[src/rtl/space_inv_pkg.sv]
// Shared Space Invaders definitions: control state, datapath widths and the
// default step timing also used by the movement logic and the HUD.
package space_inv_pkg;

  typedef enum logic {
    IDLE = 1'b0,
    RUN  = 1'b1
  } state_e;

  localparam int PERIOD_W           = 6;
  localparam int KILL_W             = 7;
  localparam int DEF_START_FRAMES   = 30;
  localparam int DEF_MIN_FRAMES     = 2;
  localparam int DEF_KILLS_PER_STEP = 4;
  localparam int DEF_STEP_DEC       = 2;

  // Shorten the period by dec without going below floor_v or wrapping below zero.
  function automatic logic [PERIOD_W-1:0] dec_period(
    input logic [KILL_W-1:0] cur,
    input logic [KILL_W-1:0] dec,
    input logic [KILL_W-1:0] floor_v
  );
    logic [KILL_W-1:0] diff;
    diff = cur - dec;
    if ((cur > dec) && (diff > floor_v)) begin
      dec_period = PERIOD_W'(diff);
    end else begin
      dec_period = PERIOD_W'(floor_v);
    end
  endfunction

endpackage

[src/rtl/enemy_step_timer_if.sv]
// Control and status bundle between the game controller and enemy_step_timer.
interface enemy_step_timer_if;
  import space_inv_pkg::*;

  logic                vsync;
  logic                start;
  logic                stop;
  logic                pause;
  logic                kill;
  logic                wave_reset;
  logic                mueva;
  logic [PERIOD_W-1:0] period;
  logic [KILL_W-1:0]   kills;
  logic                running;

  modport master (
    output vsync, start, stop, pause, kill, wave_reset,
    input  mueva, period, kills, running
  );

  modport slave (
    input  vsync, start, stop, pause, kill, wave_reset,
    output mueva, period, kills, running
  );

endinterface

[src/rtl/sync_edge_detect.sv]
// Brings an asynchronous level into the clk domain and emits a one-cycle
// pulse on each synchronized rising edge.
module sync_edge_detect (
  input  logic clk,
  input  logic rst_n,
  input  logic sig,
  output logic rise
);

  logic s1_r;
  logic s2_r;
  logic s3_r;

  // Two synchronizer stages followed by a delay stage for edge detection.
  always_ff @(posedge clk or negedge rst_n) begin
    if (!rst_n) begin
      s1_r <= 1'b0;
      s2_r <= 1'b0;
      s3_r <= 1'b0;
    end else begin
      s1_r <= sig;
      s2_r <= s1_r;
      s3_r <= s2_r;
    end
  end

  assign rise = s2_r & ~s3_r;

endmodule

[src/rtl/enemy_step_timer.sv]
// Frame-based step strobe for the enemy formation; the step period shrinks
// as kills accumulate and is restored at each new wave.
module enemy_step_timer
  import space_inv_pkg::*;
#(
  parameter int START_FRAMES   = DEF_START_FRAMES,
  parameter int MIN_FRAMES     = DEF_MIN_FRAMES,
  parameter int KILLS_PER_STEP = DEF_KILLS_PER_STEP,
  parameter int STEP_DEC       = DEF_STEP_DEC
) (
  input  logic              clk,
  input  logic              reset,
  enemy_step_timer_if.slave bus
);

  localparam logic [PERIOD_W-1:0] START_P    = PERIOD_W'(START_FRAMES);
  localparam logic [KILL_W-1:0]   MIN_P      = KILL_W'(MIN_FRAMES);
  localparam logic [KILL_W-1:0]   DEC_P      = KILL_W'(STEP_DEC);
  localparam logic [KILL_W-1:0]   KILL_MAX   = {KILL_W{1'b1}};
  localparam logic [3:0]          GROUP_LAST = 4'(KILLS_PER_STEP - 1);

  state_e              state_r;
  logic [PERIOD_W-1:0] frame_cnt_r;
  logic [PERIOD_W-1:0] period_r;
  logic [KILL_W-1:0]   kills_r;
  logic [3:0]          group_cnt_r;
  logic                mueva_r;
  logic                frame_tick_s;
  logic                step_due_s;
  logic [PERIOD_W-1:0] period_dec_s;

  sync_edge_detect u_vsync_sync (
    .clk   (clk),
    .rst_n (reset),
    .sig   (bus.vsync),
    .rise  (frame_tick_s)
  );

  // >= rather than == so a period that shrank below the count still fires.
  assign step_due_s   = ({1'b0, frame_cnt_r} + 7'd1) >= {1'b0, period_r};
  assign period_dec_s = dec_period({1'b0, period_r}, DEC_P, MIN_P);

  // Control state, frame counting, kill accounting and the step strobe.
  // Later assignments in this block carry higher priority.
  always_ff @(posedge clk or negedge reset) begin
    if (!reset) begin
      state_r     <= IDLE;
      frame_cnt_r <= '0;
      period_r    <= START_P;
      kills_r     <= '0;
      group_cnt_r <= 4'd0;
      mueva_r     <= 1'b0;
    end else begin
      mueva_r <= 1'b0;

      if (bus.kill) begin
        if (kills_r != KILL_MAX) begin
          kills_r <= kills_r + 7'd1;
        end
        if (group_cnt_r >= GROUP_LAST) begin
          group_cnt_r <= 4'd0;
          period_r    <= period_dec_s;
        end else begin
          group_cnt_r <= group_cnt_r + 4'd1;
        end
      end

      case (state_r)
        IDLE: begin
          frame_cnt_r <= '0;
          if (bus.start) begin
            state_r <= RUN;
          end
        end
        RUN: begin
          if (frame_tick_s && !bus.pause) begin
            if (step_due_s) begin
              frame_cnt_r <= '0;
              mueva_r     <= 1'b1;
            end else begin
              frame_cnt_r <= frame_cnt_r + 6'd1;
            end
          end
        end
        default: begin
          state_r     <= IDLE;
          frame_cnt_r <= '0;
        end
      endcase

      if (bus.wave_reset) begin
        period_r    <= START_P;
        kills_r     <= '0;
        group_cnt_r <= 4'd0;
        frame_cnt_r <= '0;
        mueva_r     <= 1'b0;
      end

      if (bus.stop) begin
        state_r     <= IDLE;
        frame_cnt_r <= '0;
        mueva_r     <= 1'b0;
      end
    end
  end

  assign bus.mueva   = mueva_r;
  assign bus.period  = period_r;
  assign bus.kills   = kills_r;
  assign bus.running = (state_r == RUN) && !bus.pause;

endmodule

[src/flat_wrapper.sv]
// flat-port wrapper written by rule: the top's interface ports become plain ports
module enemy_step_timer_flat import space_inv_pkg::*;
#(
  parameter int START_FRAMES   = DEF_START_FRAMES,
  parameter int MIN_FRAMES     = DEF_MIN_FRAMES,
  parameter int KILLS_PER_STEP = DEF_KILLS_PER_STEP,
  parameter int STEP_DEC       = DEF_STEP_DEC
)
  (clk, reset, bus_vsync, bus_start, bus_stop, bus_pause, bus_kill, bus_wave_reset, bus_mueva, bus_period, bus_kills, bus_running);
  enemy_step_timer_if bus_i ();
  input  logic clk;
  input  logic reset;
  input wire logic [$bits(bus_i.vsync)-1:0] bus_vsync;
  input wire logic [$bits(bus_i.start)-1:0] bus_start;
  input wire logic [$bits(bus_i.stop)-1:0] bus_stop;
  input wire logic [$bits(bus_i.pause)-1:0] bus_pause;
  input wire logic [$bits(bus_i.kill)-1:0] bus_kill;
  input wire logic [$bits(bus_i.wave_reset)-1:0] bus_wave_reset;
  output wire logic [$bits(bus_i.mueva)-1:0] bus_mueva;
  output wire logic [$bits(bus_i.period)-1:0] bus_period;
  output wire logic [$bits(bus_i.kills)-1:0] bus_kills;
  output wire logic [$bits(bus_i.running)-1:0] bus_running;
  assign bus_i.vsync = bus_vsync;
  assign bus_i.start = bus_start;
  assign bus_i.stop = bus_stop;
  assign bus_i.pause = bus_pause;
  assign bus_i.kill = bus_kill;
  assign bus_i.wave_reset = bus_wave_reset;
  assign bus_mueva = bus_i.mueva;
  assign bus_period = bus_i.period;
  assign bus_kills = bus_i.kills;
  assign bus_running = bus_i.running;
  enemy_step_timer #(.START_FRAMES(START_FRAMES), .MIN_FRAMES(MIN_FRAMES), .KILLS_PER_STEP(KILLS_PER_STEP), .STEP_DEC(STEP_DEC)) u_core (.clk(clk), .reset(reset), .bus(bus_i));
endmodule
[config.mk]
export PLATFORM = sky130hd
export DESIGN_NAME = enemy_step_timer_flat
export DESIGN_NICKNAME = d
export VERILOG_FILES = /design/src/rtl/space_inv_pkg.sv /design/src/rtl/enemy_step_timer_if.sv /design/src/rtl/sync_edge_detect.sv /design/src/rtl/enemy_step_timer.sv /design/src/flat_wrapper.sv
export SDC_FILE = /design/constraint.sdc
export NUM_CORES = 1
export LEC_CHECK = 0
export CAP_MARGIN = 20
export CORE_MARGIN = 2
export CORE_UTILIZATION = 53
export CTS_CLUSTER_DIAMETER = 30
export DETAILED_ROUTE_END_ITERATION = 10
export GPL_TIMING_DRIVEN = 0
export PLACE_DENSITY_LB_ADDON = 0.25
export SLEW_MARGIN = 20
export SYNTH_ARGS = -nofsm -noshare
export SYNTH_HDL_FRONTEND = slang
export SYNTH_HIERARCHICAL = 1
export SYNTH_SLANG_ARGS = --single-unit
[constraint.sdc]
create_clock -name clk -period 2.15 [get_ports clk]
set_input_delay 0.215 -clock clk [delete_from_list [all_inputs] [get_ports clk]]
set_output_delay 0.215 -clock clk [all_outputs]
set_load 0.02 [all_outputs]
# Word-level counts from Yosys, hierarchy flattened

Index checks and enable logic that the tools add are counted.

Bits in registers: 28
Input port bits: 8
Output and inout port bits: 15
Word-level logic and storage cells: 55

$add $sub $neg: 5
Order comparisons: 4
Equal/unequal tests: 2
Muxes and demuxes: 23
Bitwise logic cells: 3
Reduce and logical (&&, ||, !) cells: 9

Operators by type and width:

| operator                                            | count |
|---|---|
| two-way mux 6 bit                                   | 8 |
| two-way mux 7 bit                                   | 3 |
| two-way mux 4 bit                                   | 3 |
| case mux 6 bit (2 select lines)                     | 1 |
| two-way mux 1 bit                                   | 8 |
| adder 6 x 1 -> 7 bit, second input constant         | 1 |
| adder 7 x 1 -> 7 bit, second input constant         | 1 |
| >= comparator 7 x 6 -> 1 bit                        | 1 |
| > comparator 7 x 2 -> 1 bit, second input constant  | 1 |
| inequality test 7 bit, second input constant        | 1 |
| subtractor 6 x 2 -> 7 bit, second input constant    | 1 |
| adder 6 x 1 -> 6 bit, second input constant         | 1 |
| > comparator 6 x 2 -> 1 bit, second input constant  | 1 |
| nonzero test 2 bit                                  | 3 |
| adder 4 x 1 -> 4 bit, second input constant         | 1 |
| >= comparator 4 x 2 -> 1 bit, second input constant | 1 |
| inequality test 4 bit, second input constant        | 1 |
| AND reduction 2 bit                                 | 2 |
| logical AND 1 bit                                   | 3 |
| NOT 1 bit                                           | 2 |
| AND 1 bit                                           | 1 |
| zero test 1 bit                                     | 1 |

# Logic depth before layout (Yosys ltp)

Gate-level depths: netlist of the first run.

Word-level depth: 7
Mapped depth: 9
Gate-level depth less buffers: 9

# Cells and area by module

Netlist of the first run, hierarchy kept.

Modules (own cells, without submodules):

| module           | instances | cells an instance | area an instance (um^2) | sequential area each (um^2) |
|---|---|---|---|---|
| enemy_step_timer | 1         | 143               | 1400.1                  | 605.6 |
| sync_edge_detect | 1         | 4                 | 88.8                    | 75.1 |

# Worst setup path after synthesis of the first run

No wires, ideal clock.

Kind: reg2reg
Start point: register u_core.frame_cnt_r[0]
End point: register u_core.frame_cnt_r[1]
Library setup time: 0.121 ns
Arrival: 1.868 ns
Required time: 2.029 ns
Slack: 0.161 ns
Stages on the path, launching flop included: 10
Path buffers: 0
Period minus slack after synthesis: 1.989 ns
Path through: dfrtp_1 > ha_1 > nand3_1 > xnor2_1 > ha_1 > o21a_1 > o21ai_1 > a21oi_1 > nor2_4 > a22o_1

Cells in the longest elaborated chain, start to end: 7
Elaborated cells between the ends (all ways): 8
Classes of those cells: 2 x add/sub; 1 x order compare; 5 x mux

RTL lines:

| what                                | RTL line               | source |
|---|---|---|
| from (decl)                         | enemy_step_timer.sv:23 | `logic [PERIOD_W-1:0] frame_cnt_r;` |
| from (signal assigned)              | enemy_step_timer.sv:81 | `frame_cnt_r <= frame_cnt_r + 6'd1;` |
| adder 6 x 1 -> 7 bit                | enemy_step_timer.sv:40 | `assign step_due_s = ({1'b0, frame_cnt_r} + 7'd1) >= {1'b0, period_r};` |
| >= comparator 7 x 6 -> 1 bit        | enemy_step_timer.sv:40 |  |
| two-way mux 6 bit (*)               | enemy_step_timer.sv:77 | `if (step_due_s) begin` |
| two-way mux 6 bit (*)               | enemy_step_timer.sv:76 | `if (frame_tick_s && !bus.pause) begin` |
| case mux 6 bit (2 select lines) (*) | enemy_step_timer.sv:68 | `case (state_r)` |
| two-way mux 6 bit (*)               | enemy_step_timer.sv:91 | `if (bus.wave_reset) begin` |
| two-way mux 6 bit (*)               | enemy_step_timer.sv:99 | `if (bus.stop) begin` |

Every way passes the cells marked *; elsewhere a longest branch is shown, timed or not. The select of a mux whose other input is x is not followed.
A chain may end at the register's enable or synchronous reset.

# Final worst setup path of the first run

Start point: register u_core.frame_cnt_r[1]
End point: register u_core.frame_cnt_r[4]

The elaborated chain is that of the path after synthesis.

==> results.yml, run 1 <==
power_and_ir_drop:
  fin_total_pwr_mw: 0.823
  powerDensity_nw_per_um2: 459
  p_leak_nw: 0.808
  ir_drop_mv: 0.460
  p_sw_mw: 0.194
  pwr-share-seq_pct: 64.5
  swShare_pct: 23.6
  pwr-share-clk_pct: 25.5
  p_comb_share_pct: 10.1
  p_int_mw: 0.629
timing:
  fin_hold_ws_ns: 0.0930
  relSlewSlack_pct: 60.8
  worstMarginPinSlew_ns: 0.589
  max_freq_mhz: 492
  fin_skew_ns: 0.00526
  finalSetupViolations: 0
  maxSlewViolCount: 0
  hold_viol_final: 0
  min_period_over_period_pct: 94.5
  setup_tns_ns: 0
  min_period_ns: 2.03
clocking:
  path_clk_slew_ns: 0.14
  cts_buffers: 3
  cts_sinks: 27
  clk_path_buf_depth: 2
  clk_latency_ns: 0.31
  cts.htree.levels: 1
  root_buffer: "clkbuf_4"
  tritoncts: "built"
global_route:
  grt_pass1_wl_mm: 4.89
  busiest_layer: "met2"
  grtUsageMet1_pct: 26.0
  grt_pass1_vias: 1115
  grt_max_degree: 28
  grt_usage_pct: 18.8
  grt_remaining_overflow: 0
  met3_usage_pct: 2.27
  use_met2_pct: 31.0
  antenna_found_initial: 0
logic_synthesis:
  synth_edf_count: 0
  synth_xor_area_share_pct: 4.71
  synth_warnings: 6
  synth_cells: 147
  synth_cell_type_count: 42
  synth_seq_cells: 27
  synth_top_family_by_area: "simple AND/OR/NAND/NOR gates"
  syn_area_um2: 1490
  synthArstFlopShare_pct: 100
  synth.avg_cell_area_um2: 10.1
  ys.flop_type: "dfrtp_1"
  synthSimpleGateAreaFrac_pct: 22.8
  synthMuxAreaShare_pct: 0.672
  yosysSeqAreaShare_pct: 45.7
  syn_nets: 166
  synth_compound_area_share_pct: 12.9
  synth_fa_ha_area_share_pct: 9.24
detailed_routing:
  wl_mm: 2.85
  dr.pass1.iters: 4
  detail_route.iter0.violations: 49
  routed_via_density: 5.68
  drc: 0
  vias: 1165
  ant_nets: 0
  wl_per_cell_um: 13.9
floorplanning:
  core_um2: 2710
  io_pins: 23
  chipWidth_um: 57
  dieArea_um2: 3250
  num_rows: 19
  die_h_um: 57
  initial_core_util_pct: 54.9
place:
  placed_area_um2: 1710
  io_buffers: 19
  gp_congestion: 0.797
  place_hpwl_mm: 2.08
worst_setup_path:
  crit_path_top_delay_cell: "dfrtp_1"
  cp_data_required_time_ns: 2.36
  max_stage_delay_ns: 0.42
  end_kind: "register"
  cp_max_fo: 4
  crit_path_cell_trace: "ha_2, nand3_2, xnor2_2, ha_1, o21a_1, o21ai_1, a21oi_2, nor2_4, a22o_1"
  critPathKind: "reg2reg"
  critPathBufInv: 0
  critPathLaunchType: "register"
  arrival_ns: 2.25
  cp_top_family: "compound AO/OA/AOI/OAI gates"
cells_and_area:
  area_growth_pct: 20.3
  design_area_um2: 1790
  fin_nets: 194
  final_layout_size_suffix_gt1_share_pct: 16.7
  num_antenna_cells: 0
run_status:
  outcome: "finished clean"
min_path:
  worstHoldPathType: "in2reg"
flow_run:
  maxCapViolations: 0
==> layout by cell type (no fill, tap or decap), types with 2 or more instances in the layout <==
| cell type | count |
|---|---|
| nor3_1 | 8 |
| nand2_1 | 10 |
| a22o_1 | 4 |
| clkbuf_4 | 3 |
| a21oi_1 | 5 |
| nand3_1 | 4 |
| o21a_1 | 2 |
| clkbuf_1 | 2 |
| clkdlybuf4s50_1 | 18 |
| dfstp_2 | 4 |
| inv_1 | 6 |
| xor2_1 | 2 |
| nor2_4 | 2 |
| nor2_1 | 17 |
| o21ai_1 | 4 |
| buf_4 | 4 |
| nor3b_1 | 3 |
| o21ai_0 | 2 |
| dfrtp_1 | 22 |
| nor2b_1 | 3 |
| buf_2 | 3 |
| xnor2_1 | 5 |
| nand3_2 | 2 |
| nand2b_1 | 5 |
| ha_1 | 10 |
==> cells by family (layout without fill, tap and decap cells) <==
family / Yosys count / count (layout)
compound gates: 27 / 27
xor+xnor: 8 / 8
mux: 1 / 1
buf+inv: 11 / 38
other cells: 1 / 1
simple gates: 61 / 61
fa+ha+maj: 11 / 11
flops: 27 / 27
==> cells in the mapped netlist (2+ instances only) <==
master	n	share of area [%]
nand3_1	5	1.7
ha_1	11	9.2
dfstp_2	4	7.1
nor2_1	17	4.3
nor2b_1	3	1.3
nor3b_1	3	1.5
a21oi_1	6	2.0
xor2_1	2	1.2
nand2b_1	5	2.1
xnor2_1	6	3.5
inv_1	6	1.5
nor2_4	2	1.5
buf_2	2	0.67
a22o_1	4	2.4
nand2_1	10	2.5
nor3_1	8	2.7
dfrtp_1	23	39
o21a_1	2	1.0
o21ai_0	2	0.67
o21ai_1	4	1.3
==> timing repair <==
item                                   in CTS  in global routing
hold buffers                                1                  0
buffers inserted                            0                  3
gates resized for setup                     1                  4
setup endpoints to repair                   5                  7
endpoints found under the hold margin      23                  0
==> through the flow <==
stage	utilization [%]	std cells	worst slack, ns
finish	66.1	205	0.118
global route	66.1	205	-0.0169
CTS	64.7	202	0.0603
detailed placement	63.2	197	-0.0758
global placement	63.4	197	-0.0491
floorplan	-	147	0.161
==> cell type report <==
cell class,count,area (µm²)
timing repair buffer,23,218
tap,31,38.8
multi-input combinational,109,772
buffer,5,32.5
clock buffer,4,26.3
fill,222,918
sequential,27,682
inverter,6,22.5
==> power groups by stage <==
stage          registers, mW  logic (mW)  clock network (mW)
3_5_place_dp           0.540      0.0825                   0
4_1_cts                0.531      0.0842               0.222
5_1_grt                0.532      0.0933               0.238
3_3_place_gp           0.539      0.0803                   0
6_report               0.531      0.0828               0.210
2_1_floorplan          0.543      0.0389                   0
==> worst paths after layout <==
path,cells past startpoint,startpoint,slack (ns),endpoint
worst max-delay path,9,u_core/frame_cnt_r[1],0.12,u_core/frame_cnt_r[4]
worst min-delay path,2,bus_wave_reset,0.09,u_core/group_cnt_r[2]
worst max register to register,9,u_core/frame_cnt_r[1],0.12,u_core/frame_cnt_r[4]
worst min register to register,0,u_core/u_vsync_sync/s1_r,0.37,u_core/u_vsync_sync/s2_r
max in group asynchronous,2,reset,1.32,u_core/frame_cnt_r[0]
min in group asynchronous,2,reset,0.42,u_core/frame_cnt_r[1]
==> worst register-to-register path: stages, from the launching register on <==
cell and delay, ns:
dfrtp_1 0.42, ha_2 0.22, nand3_2 0.12, xnor2_2 0.17, ha_1 0.29, o21a_1 0.12
o21ai_1 0.06, a21oi_2 0.25, nor2_4 0.09, a22o_1 0.19
==> sequential cells by signal, indices dropped and copies added (netlist names) <==
signal,flops
u_core/u_vsync_sync/s2_r,1
u_core/bus.period,5
u_core/group_cnt_r,4
u_core/state_r,1
u_core/bus.kills,7
u_core/frame_cnt_r,6
u_core/u_vsync_sync/s3_r,1
u_core/u_vsync_sync/s1_r,1
u_core/bus.mueva,1
==> per-layer routing <==
layer	wire, µm	share of wire (%)
met3	113	4.0
met5	0	0
met2	1400	49
met1	1300	46
met4	31	1.1
Power figures use the tool's default switching activity.
==> run 2: changes to the inputs <==
--- a/config.mk
+++ b/config.mk
@@ -10,9 +10,8 @@
 export CORE_UTILIZATION = 53
 export CTS_CLUSTER_DIAMETER = 30
 export DETAILED_ROUTE_END_ITERATION = 10
-export GPL_TIMING_DRIVEN = 0
 export PLACE_DENSITY_LB_ADDON = 0.25
-export SLEW_MARGIN = 20
+export SLEW_MARGIN = 10
 export SYNTH_ARGS = -nofsm -noshare
 export SYNTH_HDL_FRONTEND = slang
 export SYNTH_HIERARCHICAL = 1
==> run 2 against run 1 <==
Register-to-register slack about the same. Critical path depth rose by 1. Sequential power hardly changed. Core utilization down 0.46 points. Wire length shrank 1.5%. Hold slack improved by 0.16 ns. Count of clock-buffer cells in the layout fell by 1. Non-clock buffer count down 3. Flip-flop and latch count unchanged. Clock power is essentially flat. Global-route usage is 0.29 points lower. Critical endpoint is now u_core/frame_cnt_r[1].
==> results.yml, run 2 (same netlist as run 1, synthesis figures left out) <==
worst_setup_path:
  cp_max_fo: 5
  r2r_cells: 10
  critPathKind: "reg2reg"
  rrSetupSlack_ns: 0.13
  critPathLaunchType: "register"
  end_kind: "register"
  cp_data_required_time_ns: 2.37
  arrival_ns: 2.24
flow_run:
  maxCapViolations: 0
timing:
  min_period_ns: 2.02
  rsz0062_at_grt: "no"
  min_period_over_period_pct: 93.9
  max_freq_mhz: 495
  hold_viol_final: 0
  maxSlewViolCount: 0
  fin_skew_ns: 0.00820
  setup_tns_ns: 0
  finalSetupViolations: 0
detailed_routing:
  dr.pass1.iters: 4
  wl_per_cell_um: 13.9
  vias: 1154
  routed_via_density: 5.71
  ant_nets: 0
  detail_route.iter0.violations: 40
  wl_mm: 2.81
  drc: 0
power_and_ir_drop:
  p_leak_nw: 0.800
  powerDensity_nw_per_um2: 466
  ir_drop_mv: 0.388
  fin_total_pwr_mw: 0.828
global_route:
  grt_remaining_overflow: 0
  antenna_found_initial: 0
  grt_max_degree: 28
  grt_pass1_wl_mm: 4.75
  grt_usage_pct: 18.5
  grt_pass1_vias: 1127
clocking:
  cts_sinks: 27
  clk_latency_ns: 0.32
  path_clk_slew_ns: 0.14
  cts_buffers: 3
  root_buffer: "clkbuf_4"
  cts_hold_buf: 0
  clk_path_buf_depth: 2
  tritoncts: "built"
  cts.htree.levels: 1
min_path:
  worstHoldPathType: "in2async"
cells_and_area:
  multiInputGateArea_um2: 768
  fill_cells: 235
  num_antenna_cells: 0
  fin_nets: 191
  mostFrequentLayoutCells: "dfrtp_1, clkdlybuf4s50_1, nor2_1"
  largest_register_ff_count: 7
  ff_latch_area_um2: 682
  final_layout_size_suffix_gt1_share_pct: 14.6
  final_common_cell: "dfrtp_1"
  area_growth_pct: 19.5
floorplanning:
  io_pins: 23
  num_rows: 19
  core_um2: 2710
  dieArea_um2: 3250
  initial_core_util_pct: 54.9
  die_h_um: 57
  chipWidth_um: 57
run_status:
  outcome: "finished clean"
place:
  place_hpwl_mm: 2.08
  io_buffers: 21
  gp_congestion: 0.811
run 2: cell count changes in the layout (fill, tap and decap cells not counted):
cell	previous run	this run
buf_6	1	0
clkinv_2	0	1
a21oi_1	5	6
clkdlybuf4s50_1	18	21
a21oi_2	1	0
dlygate4sd3_1	1	0
clkbuf_1	2	0
buf_2	3	0
run 2: layout make-up:
type,count,area share [%]
multi-input cells,109,43.2
flip-flops and latches,27,38.3
repair buffers,25,13.5
well taps,31,2.18
clock buffers,3,1.27
inverters,6,1.27
clock inverters,1,0.281
run 2: routing by layer:
| metal | part of all wire, % | wire (µm) | GRT usage, % | vias to the layer above |
|---|---|---|---|---|
| met5 | 0 | 0 | 0 | - |
| met4 | 1.0 | 29 | 6.64 | 0 |
| met3 | 3.1 | 86 | 2.27 | 4 |
| met2 | 50 | 1390 | 31.2 | 21 |
| met1 | 46 | 1300 | 24.7 | 576 |
| li1 | - | - | - | 553 |
run 2: final timing paths:
path / start / end
max reg2reg: u_core/frame_cnt_r[0] / u_core/frame_cnt_r[1]
min: reset / u_core/group_cnt_r[0]
max in group asynchronous: reset / u_core/bus.period[1]
max: u_core/frame_cnt_r[0] / u_core/frame_cnt_r[1]
min reg2reg: u_core/u_vsync_sync/s1_r / u_core/u_vsync_sync/s2_r
min in group clk: bus_vsync / u_core/u_vsync_sync/s1_r
run 2: repair_timing:
| item | in CTS | in global routing |
|---|---|---|
| gates resized for setup | 0 | 4 |
| hold endpoints to repair | 0 | 0 |
| setup endpoints to repair | 0 | 7 |
| setup buffers | 0 | 1 |
run 2: metrics by stage:
step	cells	instance area (µm²)	setup slack (ns)	hold slack, ns	utilization [%]
3_3_place_gp	197	1730	0.231	0.337	63.8
3_5_place_dp	197	1730	0.0874	0.338	63.8
2_1_floorplan	147	1490	0.161	-0.0806	-
6_report	202	1780	0.131	0.250	65.7
4_1_cts	201	1760	0.0483	0.254	64.8
5_1_grt	202	1780	0.0117	0.287	65.7
run 2: critical path, stage by stage, from the launching register on:
cell	delay [ns]
dfrtp_1	0.43
ha_2	0.23
nand3_2	0.12
xnor2_2	0.16
ha_1	0.28
o21a_1	0.11
o21ai_1	0.06
a21oi_1	0.14
buf_4	0.17
nor2_4	0.06
a22o_1	0.17
run 2: power breakdown:
| group | internal (mW) | switching, mW | total, mW |
|---|---|---|---|
| registers | 0.520 | 0.0106 | 0.531 |
| clock network | 0.0696 | 0.144 | 0.213 |
| logic | 0.0383 | 0.0459 | 0.0843 |
